===== config.mk =====
export PLATFORM = sky130hd
export DESIGN_NAME = sram_arbiter
export DESIGN_NICKNAME = d
export VERILOG_FILES = /design/src/rtl/sram_arb_pkg.sv /design/src/rtl/rr_arb2.sv /design/src/rtl/sram_arbiter.sv
export SDC_FILE = /design/constraint.sdc
export NUM_CORES = 1
export LEC_CHECK = 0
export CAP_MARGIN = 5
export CORE_ASPECT_RATIO = 0.5
export CORE_UTILIZATION = 38
export CTS_BUF_LIST = sky130_fd_sc_hd__clkbuf_4
export DETAILED_ROUTE_END_ITERATION = 16
export GPL_TIMING_DRIVEN = 0
export PLACE_DENSITY_LB_ADDON = 0.3
export SKIP_CTS_REPAIR_TIMING = 1
export SLEW_MARGIN = 30
export SYNTH_ARGS = -nofsm -noshare
export SYNTH_HDL_FRONTEND = slang
export SYNTH_SLANG_ARGS = --single-unit

===== constraint.sdc =====
create_clock -name clk -period 1.7 [get_ports clk]
set_input_delay 0.425 -clock clk [delete_from_list [all_inputs] [get_ports clk]]
set_output_delay 0.425 -clock clk [all_outputs]
set_load 0.1 [all_outputs]

===== src/rtl/sram_arb_pkg.sv =====
//------------------------------------------------------------------------------
// sram_arb_pkg : shared types and constants for the two-port SRAM arbiter
// Rev 1.0
//------------------------------------------------------------------------------
`default_nettype none

package sram_arb_pkg;

  typedef enum logic [1:0] {
    ST_IDLE = 2'd0,
    ST_ACC  = 2'd1,
    ST_RESP = 2'd2
  } state_t;

  localparam logic PORT_IF = 1'b0;
  localparam logic PORT_DQ = 1'b1;

  function automatic logic [1:0] port_onehot(input logic port);
    return (port == PORT_DQ) ? 2'b10 : 2'b01;
  endfunction

endpackage

`default_nettype wire


===== src/rtl/rr_arb2.sv =====
//------------------------------------------------------------------------------
// rr_arb2 : two-requester round-robin grant with next-pointer computation
// Rev 1.0
//------------------------------------------------------------------------------
`default_nettype none

module rr_arb2
  import sram_arb_pkg::*;
(
  input  logic [1:0] req,
  input  logic       ptr,
  output logic [1:0] gnt,
  output logic       ptr_nxt
);

  // ptr names the port that wins a tie; a granted port hands the tie to the other
  always_comb begin
    gnt     = 2'b00;
    ptr_nxt = ptr;
    case (req)
      2'b01:   gnt = 2'b01;
      2'b10:   gnt = 2'b10;
      2'b11:   gnt = port_onehot(ptr);
      default: gnt = 2'b00;
    endcase
    if (gnt[0]) begin
      ptr_nxt = PORT_DQ;
    end else if (gnt[1]) begin
      ptr_nxt = PORT_IF;
    end
  end

endmodule

`default_nettype wire


===== src/rtl/sram_arbiter.sv =====
//------------------------------------------------------------------------------
// sram_arbiter : round-robin arbiter and access sequencer for a 1-port SRAM
// Rev 1.0
//------------------------------------------------------------------------------
`default_nettype none

module sram_arbiter
  import sram_arb_pkg::*;
#(
  parameter int ADDR_WIDTH = 12,
  parameter int WORD_WIDTH = 16
) (
  input  logic                  clk,
  input  logic                  rst_n,
  input  logic                  req0,
  input  logic                  we0,
  input  logic [ADDR_WIDTH-1:0] addr0,
  input  logic [WORD_WIDTH-1:0] wdata0,
  input  logic                  req1,
  input  logic                  we1,
  input  logic [ADDR_WIDTH-1:0] addr1,
  input  logic [WORD_WIDTH-1:0] wdata1,
  output logic                  gnt0,
  output logic                  gnt1,
  output logic                  rvalid0,
  output logic                  rvalid1,
  output logic [WORD_WIDTH-1:0] rdata0,
  output logic [WORD_WIDTH-1:0] rdata1,
  output logic                  sram_ce,
  output logic                  sram_we,
  output logic [ADDR_WIDTH-1:0] sram_addr,
  output logic [WORD_WIDTH-1:0] sram_wdata,
  input  logic [WORD_WIDTH-1:0] sram_rdata
);

  state_t                r_state;
  state_t                w_state_nxt;
  logic                  r_ptr;
  logic                  w_ptr_nxt;
  logic                  r_port;
  logic                  w_port_nxt;
  logic                  r_ce;
  logic                  w_ce_nxt;
  logic                  r_we;
  logic                  w_we_nxt;
  logic [ADDR_WIDTH-1:0] r_addr;
  logic [ADDR_WIDTH-1:0] w_addr_nxt;
  logic [WORD_WIDTH-1:0] r_wdata;
  logic [WORD_WIDTH-1:0] w_wdata_nxt;
  logic [1:0]            r_rvalid;
  logic [1:0]            w_rvalid_nxt;
  logic [WORD_WIDTH-1:0] r_rdata0;
  logic [WORD_WIDTH-1:0] w_rdata0_nxt;
  logic [WORD_WIDTH-1:0] r_rdata1;
  logic [WORD_WIDTH-1:0] w_rdata1_nxt;

  logic [1:0]            w_arb_req;
  logic [1:0]            w_arb_gnt;
  logic                  w_sel_we;
  logic [ADDR_WIDTH-1:0] w_sel_addr;
  logic [WORD_WIDTH-1:0] w_sel_wdata;

  // Requests are only seen in IDLE; reset masks them so gnt drops with rst_n
  assign w_arb_req = (r_state == ST_IDLE && rst_n) ? {req1, req0} : 2'b00;

  rr_arb2 u_rr_arb2 (
    .req     (w_arb_req),
    .ptr     (r_ptr),
    .gnt     (w_arb_gnt),
    .ptr_nxt (w_ptr_nxt)
  );

  assign gnt0 = w_arb_gnt[0];
  assign gnt1 = w_arb_gnt[1];

  assign w_sel_we    = w_arb_gnt[1] ? we1    : we0;
  assign w_sel_addr  = w_arb_gnt[1] ? addr1  : addr0;
  assign w_sel_wdata = w_arb_gnt[1] ? wdata1 : wdata0;

  always_comb begin
    w_state_nxt  = r_state;
    w_port_nxt   = r_port;
    w_ce_nxt     = r_ce;
    w_we_nxt     = r_we;
    w_addr_nxt   = r_addr;
    w_wdata_nxt  = r_wdata;
    w_rvalid_nxt = 2'b00;
    w_rdata0_nxt = r_rdata0;
    w_rdata1_nxt = r_rdata1;

    case (r_state)
      ST_IDLE: begin
        w_ce_nxt = 1'b0;
        w_we_nxt = 1'b0;
        if (|w_arb_gnt) begin
          w_state_nxt = ST_ACC;
          w_port_nxt  = w_arb_gnt[1] ? PORT_DQ : PORT_IF;
          w_ce_nxt    = 1'b1;
          w_we_nxt    = w_sel_we;
          w_addr_nxt  = w_sel_addr;
          // the write bus is only refreshed by writes
          if (w_sel_we) begin
            w_wdata_nxt = w_sel_wdata;
          end
        end
      end

      ST_ACC: begin
        if (r_we) begin
          w_state_nxt = ST_IDLE;
          w_ce_nxt    = 1'b0;
          w_we_nxt    = 1'b0;
        end else begin
          // keep ce high and the address stable so the SRAM drives its read register
          w_state_nxt = ST_RESP;
          w_ce_nxt    = 1'b1;
          w_we_nxt    = 1'b0;
        end
      end

      ST_RESP: begin
        w_state_nxt  = ST_IDLE;
        w_ce_nxt     = 1'b0;
        w_we_nxt     = 1'b0;
        w_rvalid_nxt = port_onehot(r_port);
        if (r_port == PORT_DQ) begin
          w_rdata1_nxt = sram_rdata;
        end else begin
          w_rdata0_nxt = sram_rdata;
        end
      end

      default: begin
        w_state_nxt = ST_IDLE;
        w_ce_nxt    = 1'b0;
        w_we_nxt    = 1'b0;
      end
    endcase
  end

  always_ff @(posedge clk or negedge rst_n) begin
    if (!rst_n) begin
      r_state  <= ST_IDLE;
      r_ptr    <= PORT_IF;
      r_port   <= PORT_IF;
      r_ce     <= 1'b0;
      r_we     <= 1'b0;
      r_addr   <= '0;
      r_wdata  <= '0;
      r_rvalid <= 2'b00;
      r_rdata0 <= '0;
      r_rdata1 <= '0;
    end else begin
      r_state  <= w_state_nxt;
      r_ptr    <= w_ptr_nxt;
      r_port   <= w_port_nxt;
      r_ce     <= w_ce_nxt;
      r_we     <= w_we_nxt;
      r_addr   <= w_addr_nxt;
      r_wdata  <= w_wdata_nxt;
      r_rvalid <= w_rvalid_nxt;
      r_rdata0 <= w_rdata0_nxt;
      r_rdata1 <= w_rdata1_nxt;
    end
  end

  assign sram_ce    = r_ce;
  assign sram_we    = r_we;
  assign sram_addr  = r_addr;
  assign sram_wdata = r_wdata;
  assign rvalid0    = r_rvalid[0];
  assign rvalid1    = r_rvalid[1];
  assign rdata0     = r_rdata0;
  assign rdata1     = r_rdata1;

endmodule

`default_nettype wire


# Yosys cells after proc, flatten, opt, wreduce, memory -nomap -nowiden
# Cells that the tools add are included.
[totals] ff_bits=68 inputBits=78 out_inout_bits=66 elab_cells=44
[op_classes] n_eq_ne=6 muxes=19 n_bitwise=1 reduce_logical=8
[ops] operator="two-way mux 16 bit" count=1
[ops] operator="two-way mux 12 bit" count=1
[ops] operator="two-way mux 2 bit" count=6
[ops] operator="two-way mux 1 bit" count=8
[ops] operator="== test 2 bit, second input constant" count=3
[ops] operator="case mux 2 bit (3 select lines)" count=1
[ops] operator="AND reduction 2 bit" count=3
[ops] operator="== test 2 x 1 -> 1 bit, second input constant" count=2
[ops] operator="case mux 2 bit (2 select lines)" count=1
[ops] operator="AND reduction 3 bit" count=1
[ops] operator="logical NOT 2 bit" count=1
[ops] operator="inequality test 2 x 1 -> 1 bit, second input constant" count=1
[ops] operator="case mux 1 bit (2 select lines)" count=1
[ops] operator="nonzero test 2 bit" count=1
[ops] operator="OR reduction 2 bit" count=1
[ops] operator="logical AND 1 bit" count=1
[ops] operator="NOT 1 bit" count=1

# Logic depth before layout (Yosys ltp)
# Gate-level depths: netlist (run 1).
[logic_depth] depth_word=8 depth_mapped=6 ltp_nobuf=4

# Modules after synthesis
# Synthesis (run 1) repeated with hierarchy kept, for this count alone.
[hier_totals] cells_unflattened=183 hier_area_um2=2945.3
[modules_own_cells] mod="sram_arbiter" instances=1 cells_per_inst=178 area_per_inst_um2=2916.5 seq_area_each_um2=1701.6
[modules_own_cells] mod="rr_arb2" instances=1 cells_per_inst=5 area_per_inst_um2=28.8 seq_area_each_um2=0.0

# Least setup slack after synthesis (run 1)
# Ideal clock, no wire load.
[synth_path] path_type="reg-to-output" from="register r_state[0]" to="output gnt1" arrival_time_ns=1.814 t_required_ns=1.275 path_slack_ns=-0.539 path_stages_with_launch=6 path_buffers=2 path_cell_list="dfrtp_1 > nor3b_4 > nand3_4 > buf_6 > clkbuf_1 > inv_1"
[synth_via] elab_chain_cells=5 elab_cells_between_ends=7 cone_classes="eq/ne (3); mux (2); reduce/logical (2)"
[synth_lines] element="start: declaration" line="sram_arbiter.sv:36" rtl="state_t r_state;"
[synth_lines] element="start signal: assignment" line="sram_arbiter.sv:154" rtl="r_state <= w_state_nxt;"
[synth_lines] element="logical NOT 2 bit *" line="sram_arbiter.sv:64" rtl="assign w_arb_req = (r_state == ST_IDLE && rst_n) ? {req1, req0} : 2'b00;"
[synth_lines] element="logical AND 1 bit *" line="sram_arbiter.sv:64"
[synth_lines] element="two-way mux 2 bit *" line="sram_arbiter.sv:64"
[synth_lines] element="== test 2 bit or == test 2 x 1 -> 1 bit (tied branches)" line="rr_arb2.sv:20" rtl="case (req)"
[synth_lines] element="case mux 2 bit (3 select lines) *" line="rr_arb2.sv:20"
[synth_lines] element="end: declaration" line="sram_arbiter.sv:24" rtl="output logic gnt1,"
# Mark *: on every way between the ends. The rest lies on a longest branch, timed or not.

# Worst setup path after layout (run 1)
# Same ends and word-level chain as after synthesis.

==> reports/qor.csv, run 1 <==
stage,metric,value,unit
yosys,synth.most_common_cell,dfrtp_1,
cts,clk-insertion-delay-late,430,ps
run_status,status,finished with violations,
floorplan,dieArea,8130,um2
setup_path,path_cells,nor3b_4 -> buf_6 -> nand3_4 -> buf_8 -> buf_8 -> clkinvlp_4 -> buf_12,
floorplan,start_util,0.398,
hold_path,hold_start,sram_we,
placed_design,gp_congestion,0.707,
drt,viasPerCell,4.62,
global_routing,use_met2,0.325,
timing,whs,446,ps
yosys,synth_nets,308,
timing,worstMarginPinSlew,506,ps
placed_design,port-buffer-count,143,
drt,wl_per_cell,14.4,um
final_layout,drive_gt1_frac,0.427,
setup_path,crit_required,1270,ps
yosys,synth_area,2950,um2
drt,wl,7.44,mm
yosys,yosysTopAreaCell,dfrtp_1,
global_routing,busiest_layer,met2,
timing,setup_slack,-543,ps
timing,rsz0062_at_grt,true,
setup_path,crit_top_cell,buf_8,
final_layout,syn2layout_area_growth,63.3,%
cts,cts_made_buffers,9,
yosys,synth_edf_count,0,
yosys,async_reset_ff_frac,1.00,
hold_path,hold_path.class,flip-flop to flip-flop,
global_routing,grt_first_pass_wirelength,11.3,mm
placed_design,placed_cells,470,
cts,clk_pin_slew,110,ps
global_routing,antenna_found_initial,0,
run_status,violations,negative setup slack,
drt,drtIter0Drc,64,
final_layout,final_cell_area,4810,um2
yosys,ys_ff_latch,68,
global_routing,grtUsageMet1,0.204,
yosys,synth_top_area_frac,0.578,
final_layout,nNetsFinal,492,
yosys,ys_warn_count,0,
setup_path,cp_slowest_cell,dfrtp_1,
placed_design,hpwl,5.37,mm
yosys,ys_top_cells_by_area,"dfrtp_1, mux2_4, mux2_2",
timing,max_freq,446,MHz
timing,clock_skew,12.8,ps
floorplan,fp.dieW,127,um
drt,drc,0,
global_routing,grt_overflow,0,
placed_design,dp_slack,-1800,ps
yosys,synth_top_cells_by_count,"dfrtp_1, nand2_1, mux2_2",
floorplan,core,7400,um2
cts,clock-root-buffer,clkbuf_4,
setup_path,slowest_delay,420,ps
floorplan,io_pins,144,
final_layout,n_antenna_cell,0,
global_routing,grt_pass1_vias,2418,
cts,cts_tree,done,
setup_path,arrival,1820,ps
setup_path,cp_top_family,buffers and inverters,
setup_path,cp-start-kind,flip-flop,
yosys,ys_types,23,
drt,num_vias,2380,
timing,drv_slew,0,
drt,dr.pass1.iters,6,
setup_path,crit_fanout,6,
floorplan,fp-row-count,22,
yosys,ys.flop_type,dfrtp_1,
setup_path,path_buf_inv,5,
cts,clk_path_buf_depth,2,
timing,fin_crit,2240,ps
timing,slew_headroom,0.663,
placed_design,postPlaceCellArea,4540,um2
setup_path,endpoint_kind,primary output,
final_layout,final_cells,515,
flow_run,cap_violations,0,
global_routing,gr-usage-met3,0.0653,
cts,htreeDepth,3,
setup_path,crit_path_start,r_state[0],
yosys,synthCells,230,
timing,fin_crit_sh,1.32,
timing,setup_viol,18,
global_routing,track_usage,0.184,
cts,clock_sinks,68,
setup_path,path_class,flip-flop to primary output,
drt,ant_nets,0,
timing,finalHoldViolCount,0,
setup_path,reg2reg_from,r_state[0],
floorplan,dieHeight,64.3,um
yosys,seq_area_frac_synth,0.578,
global_routing,grt_max_degree,42,
yosys,avgSynthCellArea,12.8,um2
==> flip-flops by register name (all words and copies together) (netlist names) <==
signal / count
r_port: 1
r_ptr: 1
r_rvalid: 2
r_state: 2
rdata0: 16
rdata1: 16
sram_addr: 12
sram_ce: 1
sram_wdata: 16
sram_we: 1
==> metal layers <==
layer,vias to the layer above,wire [um]
li1,1142,-
met1,1158,2920
met2,69,4010
met3,11,397
met4,0,116
met5,-,0
==> cell usage in the layout, fill, tap and decap left out, drive strengths merged, types with 6 or more instances in the layout <==
cell type / Yosys / layout
clkdlybuf4s50: 0 / 75
buf: 5 / 44
clkbuf: 4 / 70
nor2: 12 / 12
mux2: 48 / 48
a21oi: 13 / 13
clkinvlp: 0 / 6
mux2i: 12 / 12
nand2: 53 / 53
dfrtp: 68 / 68
==> through the flow <==
step           setup TNS, ps  utilization
6_report               -1780        0.650
5_1_grt                -3340        0.650
4_1_cts               -54800        0.629
3_5_place_dp          -36560        0.613
3_3_place_gp         -254790        0.610
2_1_floorplan           -448            -
==> cell families (layout without fill, tap and decap cells) <==
family                 after synthesis  in the layout  synth area share
AO/OA/AOI/OAI                       15             15            0.0323
buffers and inverters               13            202            0.0251
flip-flops                          68             68             0.578
multiplexers                        60             60             0.251
AND/OR/NAND/NOR                     74             74             0.114
==> area by class of cell <==
type                       instances  area, um2
sequential                        68       1700
inverter                           4       26.3
timing repair buffer             175       1560
clock buffer                       9       67.6
fill                             605       2590
multi-input combinational        149       1190
tap                               96        120
buffer                             7       85.1
clock inverter                     7       53.8
==> final timing paths <==
| check | cells after the start | slack (ps) | endpoint |
|---|---|---|---|
| max in group asynchronous | 3 | 840 | sram_wdata[13] |
| min in group asynchronous | 3 | 660 | rdata1[2] |
| hold / removal | 1 | 450 | r_state[1] |
| setup / recovery | 7 | -540 | gnt1 |
| hold reg to reg | 1 | 450 | r_state[1] |
| setup reg to reg | 7 | -100 | sram_wdata[15] |
Power of run 1 is left out: the tool's default activity adds up to more than one toggle a clock period on the data nets, which glitch-free logic cannot reach.
==> run 2: changes to the inputs <==
--- a/config.mk
+++ b/config.mk
@@ -7,7 +7,7 @@
 export LEC_CHECK = 0
 export CAP_MARGIN = 5
 export CORE_ASPECT_RATIO = 0.5
-export CORE_UTILIZATION = 38
+export CORE_UTILIZATION = 45
 export CTS_BUF_LIST = sky130_fd_sc_hd__clkbuf_4
 export DETAILED_ROUTE_END_ITERATION = 16
 export GPL_TIMING_DRIVEN = 0
==> constraint.sdc (replaced) <==
create_clock -name clk -period 2.9 [get_ports clk]
set_input_delay 0.725 -clock clk [delete_from_list [all_inputs] [get_ports clk]]
set_output_delay 0.725 -clock clk [all_outputs]
set_load 0.1 [all_outputs]
==> run 2 against run 1 <==
Compared with the run above:
- the run now ends clean
- cell count fell by 5.4%
- hold slack got worse by 330 ps
- non-clock buffer count fell by 20
- global-route usage rose by 3.0 points
- sequential cell count did not move
- clock skew rose by 2.5 ps
- critical path depth did not move
- utilization rose by 13 points
- sequential share of layout area rose by 0.16 points
==> reports/qor.csv, run 2 (same netlist as run 1, synthesis figures left out) <==
stage,metric,value,unit,change
timing,setup_viol,0,,-18
cts,htreeDepth,3,,unchanged
timing,fin_crit,2790,ps,
floorplan,dieArea,6890,um2,-15%
timing,drv_slew,0,,unchanged
setup_path,crit_fanout,31,,+25
placed_design,dp_slack,-1400,ps,+401 ps
flow_run,cap_violations,0,,unchanged
floorplan,core,6180,um2,-17%
final_layout,n_fill_cell,401,,-34%
run_status,status,finished clean,,
final_layout,n_antenna_cell,0,,unchanged
final_layout,layout_commonest_cell,clkdlybuf4s50_1,,
cts,clk_pin_slew,120,ps,about the same
placed_design,postPlaceCellArea,4500,um2,-0.69%
global_routing,grt_max_degree,42,,unchanged
placed_design,port-buffer-count,143,,unchanged
placed_design,gp_congestion,0.734,,+3.7%
global_routing,grt_pass1_vias,2324,,-3.9%
final_layout,syn2layout_area_growth,62.6,%,
setup_path,arrival,2070,ps,+250 ps
placed_design,hpwl,5.28,mm,-1.7%
final_layout,drive_gt1_frac,0.223,,-0.204
drt,drtIter0Drc,43,,-33%
setup_path,path_class,input port to primary output,,
floorplan,io_pins,144,,unchanged
drt,viasPerCell,4.76,,+3.0%
setup_path,crit_required,2170,ps,+900 ps
floorplan,dieHeight,59.2,um,-7.9%
cts,clock-root-buffer,clkbuf_4,,
setup_path,cp-start-kind,input port,,
cts,clk_path_buf_depth,2,,unchanged
timing,setup_slack,110,ps,+652 ps
floorplan,start_util,0.477,,+0.0787
drt,num_vias,2318,,-2.6%
timing,worstMarginPinSlew,1020,ps,+510 ps
floorplan,fp.dieW,116,um,-8.0%
final_layout,final_cell_area,4790,um2,-0.44%
global_routing,grt_overflow,0,,unchanged
timing,rsz0062_at_grt,false,,
drt,ant_nets,0,,unchanged
drt,wl,7.22,mm,-2.9%
timing,clock_skew,15.3,ps,+2.49 ps
drt,wl_per_cell,14.8,um,+2.7%
cts,clock_sinks,68,,unchanged
final_layout,nNetsFinal,472,,-4.1%
hold_path,hold_path.class,input port to asynchronous set/reset pin,,
timing,slew_headroom,0.321,,-0.342
setup_path,endpoint_kind,primary output,,
global_routing,grt_first_pass_wirelength,10.8,mm,-4.5%
global_routing,antenna_found_initial,0,,unchanged
timing,fin_crit_sh,0.962,,
drt,drc,0,,unchanged
final_layout,final_cell_mix,"clkdlybuf4s50_1, dfrtp_1, nand2_1",,
cts,clk-insertion-delay-late,420,ps,about the same
global_routing,track_usage,0.213,,+0.0299
timing,max_freq,358,MHz,
timing,finalHoldViolCount,0,,unchanged
cts,cts_made_buffers,9,,unchanged
floorplan,fp-row-count,20,,-9.1%
cts,cts_tree,done,,
drt,dr.pass1.iters,4,,-2
-- run 2: path summary, 6_finish.rpt --
path                       cells after the start             end  slack (ps)        from
setup / recovery                               7            gnt1         110       rst_n
setup reg to reg                               5  sram_wdata[15]         910  r_state[0]
min in group clk                               2       rdata1[7]         490   rdata1[7]
max in group asynchronous                      2    sram_addr[8]        2390       rst_n
hold / removal                                 1       rdata0[7]         120       rst_n
hold reg to reg                                2       rdata1[7]         490   rdata1[7]
-- run 2: metrics by stage --
step | std cells | hold slack [ps] | TNS (ps) | utilization
CTS | 478 | 205 | -2700 | 0.751
finish | 487 | 118 | 0 | 0.775
detailed placement | 462 | 450 | -2720 | 0.729
floorplan | 230 | 429 | 0 | -
global route | 487 | 88.1 | 0 | 0.775
global placement | 461 | 436 | -144700 | 0.726
-- run 2: final cells by class --
class	instances	area (um2)	area share
well taps	88	110	0.0230
inverters	4	15.0	0.00313
plain buffers	7	50.0	0.0104
multi-input cells	149	1180	0.246
clock inverters	7	67.6	0.0141
repair buffers	155	1600	0.334
clock buffers	9	67.6	0.0141
flip-flops and latches	68	1700	0.355
-- run 2: routing by layer --
| metal | share of wire | global-route usage |
|---|---|---|
| met4 | 0.0097 | 0.0769 |
| met3 | 0.061 | 0.0787 |
| met5 | 0 | 0 |
| met2 | 0.53 | 0.389 |
| met1 | 0.40 | 0.232 |
-- run 2: worst max-delay path, stage by stage --
cell and delay, ps:
buf_16 180, buf_16 160, nor3b_4 340, nand3_4 150, buf_6 190, inv_1 90, buf_8 200
Power of run 2 is left out for the same reason.
